## config.mk

```make
export PLATFORM = sky130hd
export DESIGN_NAME = uart_package_tx
export DESIGN_NICKNAME = d
export VERILOG_FILES = /design/src/rtl/uart_pkg.sv /design/src/rtl/uart_bit_timer.sv /design/src/rtl/uart_package_tx.sv
export SDC_FILE = /design/constraint.sdc
export NUM_CORES = 1
export LEC_CHECK = 0
export BUFFER_PORTS_ARGS = -buffer_cell sky130_fd_sc_hd__buf_2
export CORE_MARGIN = 1
export CORE_UTILIZATION = 59
export CTS_CLUSTER_DIAMETER = 50
export DETAILED_ROUTE_END_ITERATION = 12
export MAX_ROUTING_LAYER = met4
export PLACE_DENSITY = 0.79
export SETUP_SLACK_MARGIN = 0.15
export SLEW_MARGIN = 20
export SYNTH_ARGS = -nofsm -noshare
export SYNTH_HDL_FRONTEND = slang
export SYNTH_SLANG_ARGS = --single-unit
```

## constraint.sdc

```tcl
create_clock -name clk -period 3.7 [get_ports clk]
set_input_delay 0.74 -clock clk [delete_from_list [all_inputs] [get_ports clk]]
set_output_delay 0.74 -clock clk [all_outputs]
set_load 0.005 [all_outputs]
```

## src/rtl/uart_pkg.sv

```systemverilog
// Shared UART definitions: frame geometry, field layout and FSM encoding.
// Used by both the package transmitter and the matching receiver.
package uart_pkg;

  // Default serial timing and frame payload size
  localparam int UART_CLKS_PER_BIT = 100;
  localparam int UART_PACKAGE_SIZE = 40;

  // Counter widths: clocks within a bit, bit position within the payload
  localparam int CNT_W = 8;
  localparam int IDX_W = 6;

  // Payload field layout (LSB-first on the line)
  localparam int SHAPE_LSB = 0;
  localparam int SHAPE_W   = 12;
  localparam int REG_LSB   = 12;
  localparam int REG_W     = 12;
  localparam int DATA_LSB  = 24;
  localparam int DATA_W    = 12;
  localparam int PAD_W     = 4;

  // Line-level FSM states, encoding shared with the receiver
  typedef enum logic [1:0] {
    ST_IDLE  = 2'd0,
    ST_START = 2'd1,
    ST_DATA  = 2'd2,
    ST_STOP  = 2'd3
  } uart_state_e;

  // Assemble the payload word; the top pad bits always go out as zero
  function automatic logic [UART_PACKAGE_SIZE-1:0] pack_package(
    input logic [SHAPE_W-1:0] shape_addr,
    input logic [REG_W-1:0]   reg_addr,
    input logic [DATA_W-1:0]  data
  );
    return {{PAD_W{1'b0}}, data, reg_addr, shape_addr};
  endfunction

endpackage

```

## src/rtl/uart_bit_timer.sv

```systemverilog
// Bit-period timer: strobes bit_end on the last clock of every bit period
// while enabled. Counter returns to zero on every bit boundary and whenever
// it is idle or restarted, so each new frame starts from a clean bit phase.
module uart_bit_timer
  import uart_pkg::*;
#(
  parameter int CLKS_PER_BIT = UART_CLKS_PER_BIT
) (
  input  logic clk,
  input  logic rst_n,
  input  logic enable,
  input  logic restart,
  output logic bit_end
);

  logic [CNT_W-1:0] clk_cnt_reg;

  assign bit_end = enable && (clk_cnt_reg == CNT_W'(CLKS_PER_BIT - 1));

  // Count clocks within the current bit; wrap to zero at each bit end
  always_ff @(posedge clk or negedge rst_n) begin
    if (!rst_n) begin
      clk_cnt_reg <= '0;
    end else if (restart || !enable || bit_end) begin
      clk_cnt_reg <= '0;
    end else begin
      clk_cnt_reg <= clk_cnt_reg + CNT_W'(1);
    end
  end

endmodule

```

## src/rtl/uart_package_tx.sv

```systemverilog
// UART package transmitter: accepts a 36-bit package (three 12-bit fields)
// into a one-entry holding register and sends it as a 1-start / N-data /
// 1-stop frame, LSB first. A package accepted during a frame is sent
// immediately after the current stop bit with no idle gap.
module uart_package_tx
  import uart_pkg::*;
#(
  parameter int CLKS_PER_BIT = UART_CLKS_PER_BIT,
  parameter int PACKAGE_SIZE = UART_PACKAGE_SIZE
) (
  input  logic               clk,
  input  logic               rst_n,
  input  logic               in_valid,
  output logic               in_ready,
  input  logic [SHAPE_W-1:0] shape_addr,
  input  logic [REG_W-1:0]   reg_addr,
  input  logic [DATA_W-1:0]  data,
  output logic               Serial_output,
  output logic               tx_busy,
  output logic               tx_done
);

  uart_state_e             state_reg;
  uart_state_e             state_next;
  logic                    hold_full_reg;
  logic [PACKAGE_SIZE-1:0] hold_reg;
  logic [PACKAGE_SIZE-1:0] shift_reg;
  logic [PACKAGE_SIZE-1:0] shift_next;
  logic [IDX_W-1:0]        bit_index_reg;
  logic [IDX_W-1:0]        bit_index_next;
  logic                    serial_reg;
  logic                    serial_next;
  logic                    tx_done_reg;
  logic                    tx_done_next;
  logic                    bit_end;
  logic                    load;
  logic                    accept;
  logic                    last_bit;

  // Ready depends only on the holding register, never on in_valid
  assign in_ready      = !hold_full_reg;
  assign accept        = in_valid && !hold_full_reg;
  assign last_bit      = (bit_index_reg == IDX_W'(PACKAGE_SIZE - 1));
  assign tx_busy       = (state_reg != ST_IDLE);
  assign Serial_output = serial_reg;
  assign tx_done       = tx_done_reg;

  uart_bit_timer #(
    .CLKS_PER_BIT (CLKS_PER_BIT)
  ) u_bit_timer (
    .clk     (clk),
    .rst_n   (rst_n),
    .enable  (state_reg != ST_IDLE),
    .restart (load),
    .bit_end (bit_end)
  );

  // FSM state register
  always_ff @(posedge clk or negedge rst_n) begin
    if (!rst_n) begin
      state_reg <= ST_IDLE;
    end else begin
      state_reg <= state_next;
    end
  end

  // FSM next-state: advance on bit boundaries, chain straight into the next frame
  always_comb begin
    state_next = state_reg;
    case (state_reg)
      ST_IDLE:  if (hold_full_reg) state_next = ST_START;
      ST_START: if (bit_end) state_next = ST_DATA;
      ST_DATA:  if (bit_end && last_bit) state_next = ST_STOP;
      ST_STOP:  if (bit_end) state_next = hold_full_reg ? ST_START : ST_IDLE;
      default:  state_next = ST_IDLE;
    endcase
  end

  // FSM outputs: shift-register load, bit index, done strobe and next line level
  always_comb begin
    load           = 1'b0;
    shift_next     = shift_reg;
    bit_index_next = bit_index_reg;
    tx_done_next   = 1'b0;
    serial_next    = 1'b1;
    case (state_reg)
      ST_IDLE: load = hold_full_reg;
      ST_DATA: begin
        if (bit_end) begin
          bit_index_next = last_bit ? '0 : bit_index_reg + IDX_W'(1);
        end
      end
      ST_STOP: begin
        if (bit_end) begin
          tx_done_next = 1'b1;
          load         = hold_full_reg;
        end
      end
      default: ;
    endcase
    if (load) begin
      shift_next     = hold_reg;
      bit_index_next = '0;
    end
    // Line level is computed for the state being entered so the flop is never late
    case (state_next)
      ST_START: serial_next = 1'b0;
      ST_DATA:  serial_next = shift_next[bit_index_next];
      default:  serial_next = 1'b1;
    endcase
  end

  // Holding register, shift register and bit index
  always_ff @(posedge clk or negedge rst_n) begin
    if (!rst_n) begin
      hold_full_reg <= 1'b0;
      hold_reg      <= '0;
      shift_reg     <= '0;
      bit_index_reg <= '0;
    end else begin
      if (accept) begin
        hold_full_reg <= 1'b1;
        hold_reg      <= PACKAGE_SIZE'(pack_package(shape_addr, reg_addr, data));
      end else if (load) begin
        hold_full_reg <= 1'b0;
      end
      shift_reg     <= shift_next;
      bit_index_reg <= bit_index_next;
    end
  end

  // Registered line driver and done strobe (glitch-free outputs)
  always_ff @(posedge clk or negedge rst_n) begin
    if (!rst_n) begin
      serial_reg  <= 1'b1;
      tx_done_reg <= 1'b0;
    end else begin
      serial_reg  <= serial_next;
      tx_done_reg <= tx_done_next;
    end
  end

endmodule
```

# Word level (Yosys, flattened, before mapping)
# Index checks and enable logic that the tools add are counted.
# W data, S select, Z words.
# classes
n_addsub	2
order_cmp	1
n_eq_ne	7
mux	21
reduce_logical	10
# ops
cell	count
$mux W40	1
$mux W6	4
$add A8 B1 Y8 const B	1
$eq A8 B7 Y1 const B	1
$mux W2	4
$mux W8	1
$pmux W2 S4	1
$lt A6 B7 Y1 const B	1
$mux W1	7
$add A6 B1 Y6 const B	1
$bmux W1 S6	1
$eq A2 B2 Y1 const B	3
$eq A6 B6 Y1 const B	1
$eq A2 B1 Y1 const B	2
$pmux W1 S2	2
$reduce_bool A2 Y1	2
$logic_and A1 B1 Y1	3
$logic_not A1 Y1	2
$logic_not A2 Y1	1
$logic_or A1 B1 Y1	2
# totals
regBits	95
out_inout_bits	4
word_cells	49

# Longest topological paths before layout
# logic_depth
word_depth	8
depth_mapped	12
depth_no_buf	11

# Cells and area by module
# A second synthesis with hierarchy kept.
# unflattened
cells_unflattened	417
hier_area_um2	4423.0
# modules_own_cells
mod	n_inst	cells_each	area_each_um2	seq_area_each_um2
uart_package_tx	1	380	4022.6	2178.3
uart_bit_timer	1	37	400.4	200.2

# Worst setup path after synthesis
# Ideal clock, no wire load.
# synth_timing
path_kind	reg2reg
from	register state_reg[0]
to	register serial_reg, in the netlist Serial_output
t_arrival_ns	2.794
path_slack_ns	0.823
stages_incl_launch_ff	12
path_buffers	1
path_cell_list	dfrtp_1 -> inv_1 -> ha_1 -> or4bb_1 -> nor3_4 -> a21oi_2 -> buf_6 -> mux2i_1 -> a2111o_1 -> a221oi_2 -> o31ai_1 -> a41oi_1
# synth_via
elab_chain_cells	8
# synth_rtl
item	line	rtl
start: declaration	uart_package_tx.sv:23	uart_state_e state_reg;
start signal: assignment	uart_package_tx.sv:63	state_reg <= state_next;
$reduce_bool A2 Y1	uart_package_tx.sv:53	.enable (state_reg != ST_IDLE),
$logic_and A1 B1 Y1	uart_bit_timer.sv:18	assign bit_end = enable && (clk_cnt_reg == CNT_W'(CLKS_PER_BIT - 1));
$mux W1 or $mux W6 (tied branches)	uart_package_tx.sv:94, uart_package_tx.sv:89	
$pmux W1 S2 or $mux W6 (tied branches)	uart_package_tx.sv:86	case (state_reg)
$mux W40 or $mux W6 (tied branches)	uart_package_tx.sv:101	if (load) begin
$bmux W1 S6	uart_package_tx.sv:108	ST_DATA: serial_next = shift_next[bit_index_next];
$mux W1 (implied by the code)	uart_package_tx.sv:108	
$pmux W1 S2 (*)	uart_package_tx.sv:106	case (state_next)
named net serial_next	uart_package_tx.sv:32	logic serial_next;
end signal: assignment	uart_package_tx.sv:138	serial_reg <= serial_next;
end: declaration	uart_package_tx.sv:31	logic serial_reg;
# Mark *: on every way through the listed nets, which the timed path passes. The rest lies on a longest branch. The select of a mux whose other input is x is not followed.
# A chain may end at the register's enable or synchronous reset.

# Worst setup path in the final report
# Same ends and word-level chain as after synthesis.

==> flow_summary.json <==
{
  "ir_worst_vdd_uv": 381,
  "final_util_pct": 68.3,
  "cts_made_buffers": 9,
  "status": "finished, final reports clean",
  "start_util_pct": 61.4,
  "diodes": 0,
  "finalHoldViolCount": 0,
  "fp.dieW_um": 89.4,
  "hold_buffers": 0,
  "slowest_stage": "or4bb_1",
  "clk_pin_slew_worst_paths_ns": 0.09,
  "wl_per_cell_um": 15.9,
  "num_vias": 3153,
  "met1_usage_pct": 34.6,
  "final_area_um2": 5000,
  "cp-start-kind": "flop",
  "synthArstFlopShare_pct": 100,
  "synthMuxAreaShare_pct": 11.6,
  "synthesis.area_um2": 4500,
  "worstSetupPathType": "reg2reg",
  "max-cap-violations": 0,
  "cts.path.max_buffers": 2,
  "grt_max_degree": 71,
  "p_per_area_nw_per_um2": 735,
  "grt_usage_pct": 26.0,
  "critPathBufInv": 1,
  "min_path_type": "reg2reg",
  "drt_drc_violations_left": 0,
  "dpl_cell_area_um2": 4800,
  "cp_max_fo": 10,
  "gp_congestion": 0.909,
  "drive_gt1_share_pct": 28.1,
  "worst_ep_required_time_ns": 3.97,
  "synth_area_per_cell_um2": 10.9,
  "post_cts.repair.setup_buffers": 0,
  "setup_tns_ns": 0,
  "leakage_nw": 2.41,
  "htree_levels": 3,
  "fillers": 577,
  "synth_top_family_by_area": "simple AND/OR/NAND/NOR gates",
  "cts_root_buf": "clkbuf_8",
  "cts_tree": "built",
  "synth_fa_ha_area_share_pct": 1.94,
  "antenna_found_initial": 0,
  "min_period_ns": 3.27,
  "hpwl_um": 6290,
  "fmax_mhz": 306,
  "cts.sinks": 95,
  "synthCells": 414,
  "slew_violations": 0,
  "drtPass1Iterations": 4,
  "largest_register_ffs": 40,
  "crit_arrival_ns": 3.53,
  "grtUsageMet3_pct": 4.89,
  "core_area_um2": 7330,
  "viasPerCell": 5.61,
  "cts_resized": 0,
  "clk-insertion-delay-late_ns": 0.36,
  "max_slew_margin_pct": 35.4,
  "seq_area_frac_synth_pct": 52.8,
  "setup_viol": 0,
  "drt-total-wl_um": 8910,
  "synth_top_area_share_pct": 52.2,
  "multiInputGateArea_um2": 1970,
  "crit_chain": "inv_1, ha_1, or4bb_1, nor3_4, a211oi_1, a2111oi_0, nor4bb_1, a32o_1, o31ai_1, a41oi_1",
  "clock_skew_ns": 0.00608,
  "antenna_left": 0,
  "ios": 43,
  "rows": 31,
  "rsz0062_at_grt": "no",
  "seqCellArea_um2": 2380,
  "portBuffers": 42,
  "cp_top_family": "compound AO/OA/AOI/OAI gates",
  "die_y_um": 89.4,
  "final_cells": 562,
  "end_kind": "flop",
  "drt_iter0_drc": 151,
  "ys_types": 68,
  "ys.flop_type": "dfrtp_1",
  "worst_pin_slew_ns": 0.967,
  "synth_edf_count": 0,
  "yosysTopAreaCell": "dfrtp_1",
  "grt-ovfl-total": 0,
  "layout_worst_path_cycle_share_pct": 88.3,
  "busiest_layer": "met2",
  "yosys_warnings": 0,
  "finalNetCount": 504,
  "dp_cells": 546,
  "synth_compound_area_share_pct": 10.7,
  "netlist_top_cells_area": "dfrtp_1 (52%), mux2_2 (9.8%), nand2_1 (8.5%)",
  "max_stage_delay_ns": 0.61,
  "area_growth_pct": 11.1,
  "dieArea_um2": 7990,
  "gr-usage-met2_pct": 40.4,
  "synth_xor_area_share_pct": 1.75,
  "grt_pass1_vias": 3073,
  "synthSimpleGateAreaFrac_pct": 17.5,
  "synth_fp_nets": 460,
  "ys_ff_latch": 95,
  "grt_first_pass_wirelength_um": 14900
}
## power breakdown
| part | total (W) | internal, W | switching, W | leakage [nW] |
|---|---|---|---|---|
| sequential | 0.00172 | 0.00147 | 0.000248 | 1.19 |
| combinational | 0.00124 | 0.000547 | 0.000696 | 1.12 |
| clock | 0.000715 | 0.000339 | 0.000376 | 0.0981 |
| total | 0.00368 | 0.00236 | 0.00132 | 2.41 |
## per-layer routing
metal | vias up | share of wire [%]
met5 | - | 0
met4 | 0 | 0.96
met3 | 8 | 4.6
met2 | 78 | 49
met1 | 1548 | 45
li1 | 1519 | -
## through the flow
stage	hold slack [ns]	worst slack [ns]	power (W)
2_1_floorplan	0.435	0.823	0.00264
3_3_place_gp	0.450	0.617	0.00289
3_5_place_dp	0.455	0.478	0.00298
4_1_cts	0.479	0.457	0.00370
5_1_grt	0.500	0.191	0.00394
6_report	0.474	0.434	0.00368
## path summary, 6_finish.rpt
check                                         startpoint                              endpoint  slack, ns  cells after the start
worst max-delay path              state_reg[0]$_DFF_PN0_               Serial_output$_DFF_PN1_       0.43                     10
min in group asynchronous                          rst_n  u_bit_timer.clk_cnt_reg[6]$_DFF_PN0_       0.49                      1
max in group asynchronous                          rst_n               shift_reg[34]$_DFF_PN0_       2.47                      2
worst max register to register    state_reg[0]$_DFF_PN0_               Serial_output$_DFF_PN1_       0.43                     10
worst min-delay path            hold_reg[22]$_DFFE_PN0P_               shift_reg[22]$_DFF_PN0_       0.47                      2
worst min register to register  hold_reg[22]$_DFFE_PN0P_               shift_reg[22]$_DFF_PN0_       0.47                      2
## placed cells by master (no fill, tap or decap), drive strengths merged, types with 11 or more instances in the layout
cell type	synthesis	final
mux2	40	40
clkbuf	9	11
inv	18	20
nand2	103	103
dfrtp	94	94
o21ai	13	13
a211oi	11	11
nor2	18	18
buf	5	47
## worst register-to-register path, delay by kind of cell, from the launching register on
family          cells  cell delay, ns
buf+inv             1            0.12
flops               1            0.45
simple gates        3            1.11
compound gates      5            1.25
fa+ha+maj           1            0.25
## logic make-up (layout without fill, tap and decap cells)
family | after synthesis | count (layout)
flip-flops | 95 | 95
buffers and inverters | 33 | 82
AO/OA/AOI/OAI | 59 | 59
AND/OR/NAND/NOR | 164 | 164
adder cells (fa/ha/maj) | 7 | 7
XOR/XNOR | 9 | 9
multiplexers | 47 | 47
## cell usage after synthesis (4+ instances only)
| cell type | instances |
|---|---|
| nand2_1 | 102 |
| dfrtp_1 | 94 |
| mux2_2 | 39 |
| nor2_1 | 18 |
| inv_1 | 17 |
| o21ai_0 | 13 |
| a211oi_1 | 10 |
| clkbuf_1 | 7 |
| ha_1 | 7 |
| mux2i_1 | 7 |
| nand3_1 | 6 |
| and2_1 | 5 |
| xnor2_1 | 5 |
| a21oi_1 | 4 |
| and3_1 | 4 |
| nand4_1 | 4 |
| o211ai_1 | 4 |
| xor2_1 | 4 |
## final cells by class
class | count | share of cell area (%)
Clock buffer | 11 | 2.83
Clock inverter | 5 | 1.30
Sequential cell | 95 | 47.5
Inverter | 19 | 1.50
Tap cell | 99 | 2.48
Timing Repair Buffer | 47 | 5.00
Multi-Input combinational cell | 286 | 39.4
(Power assumes the default switching activity.)
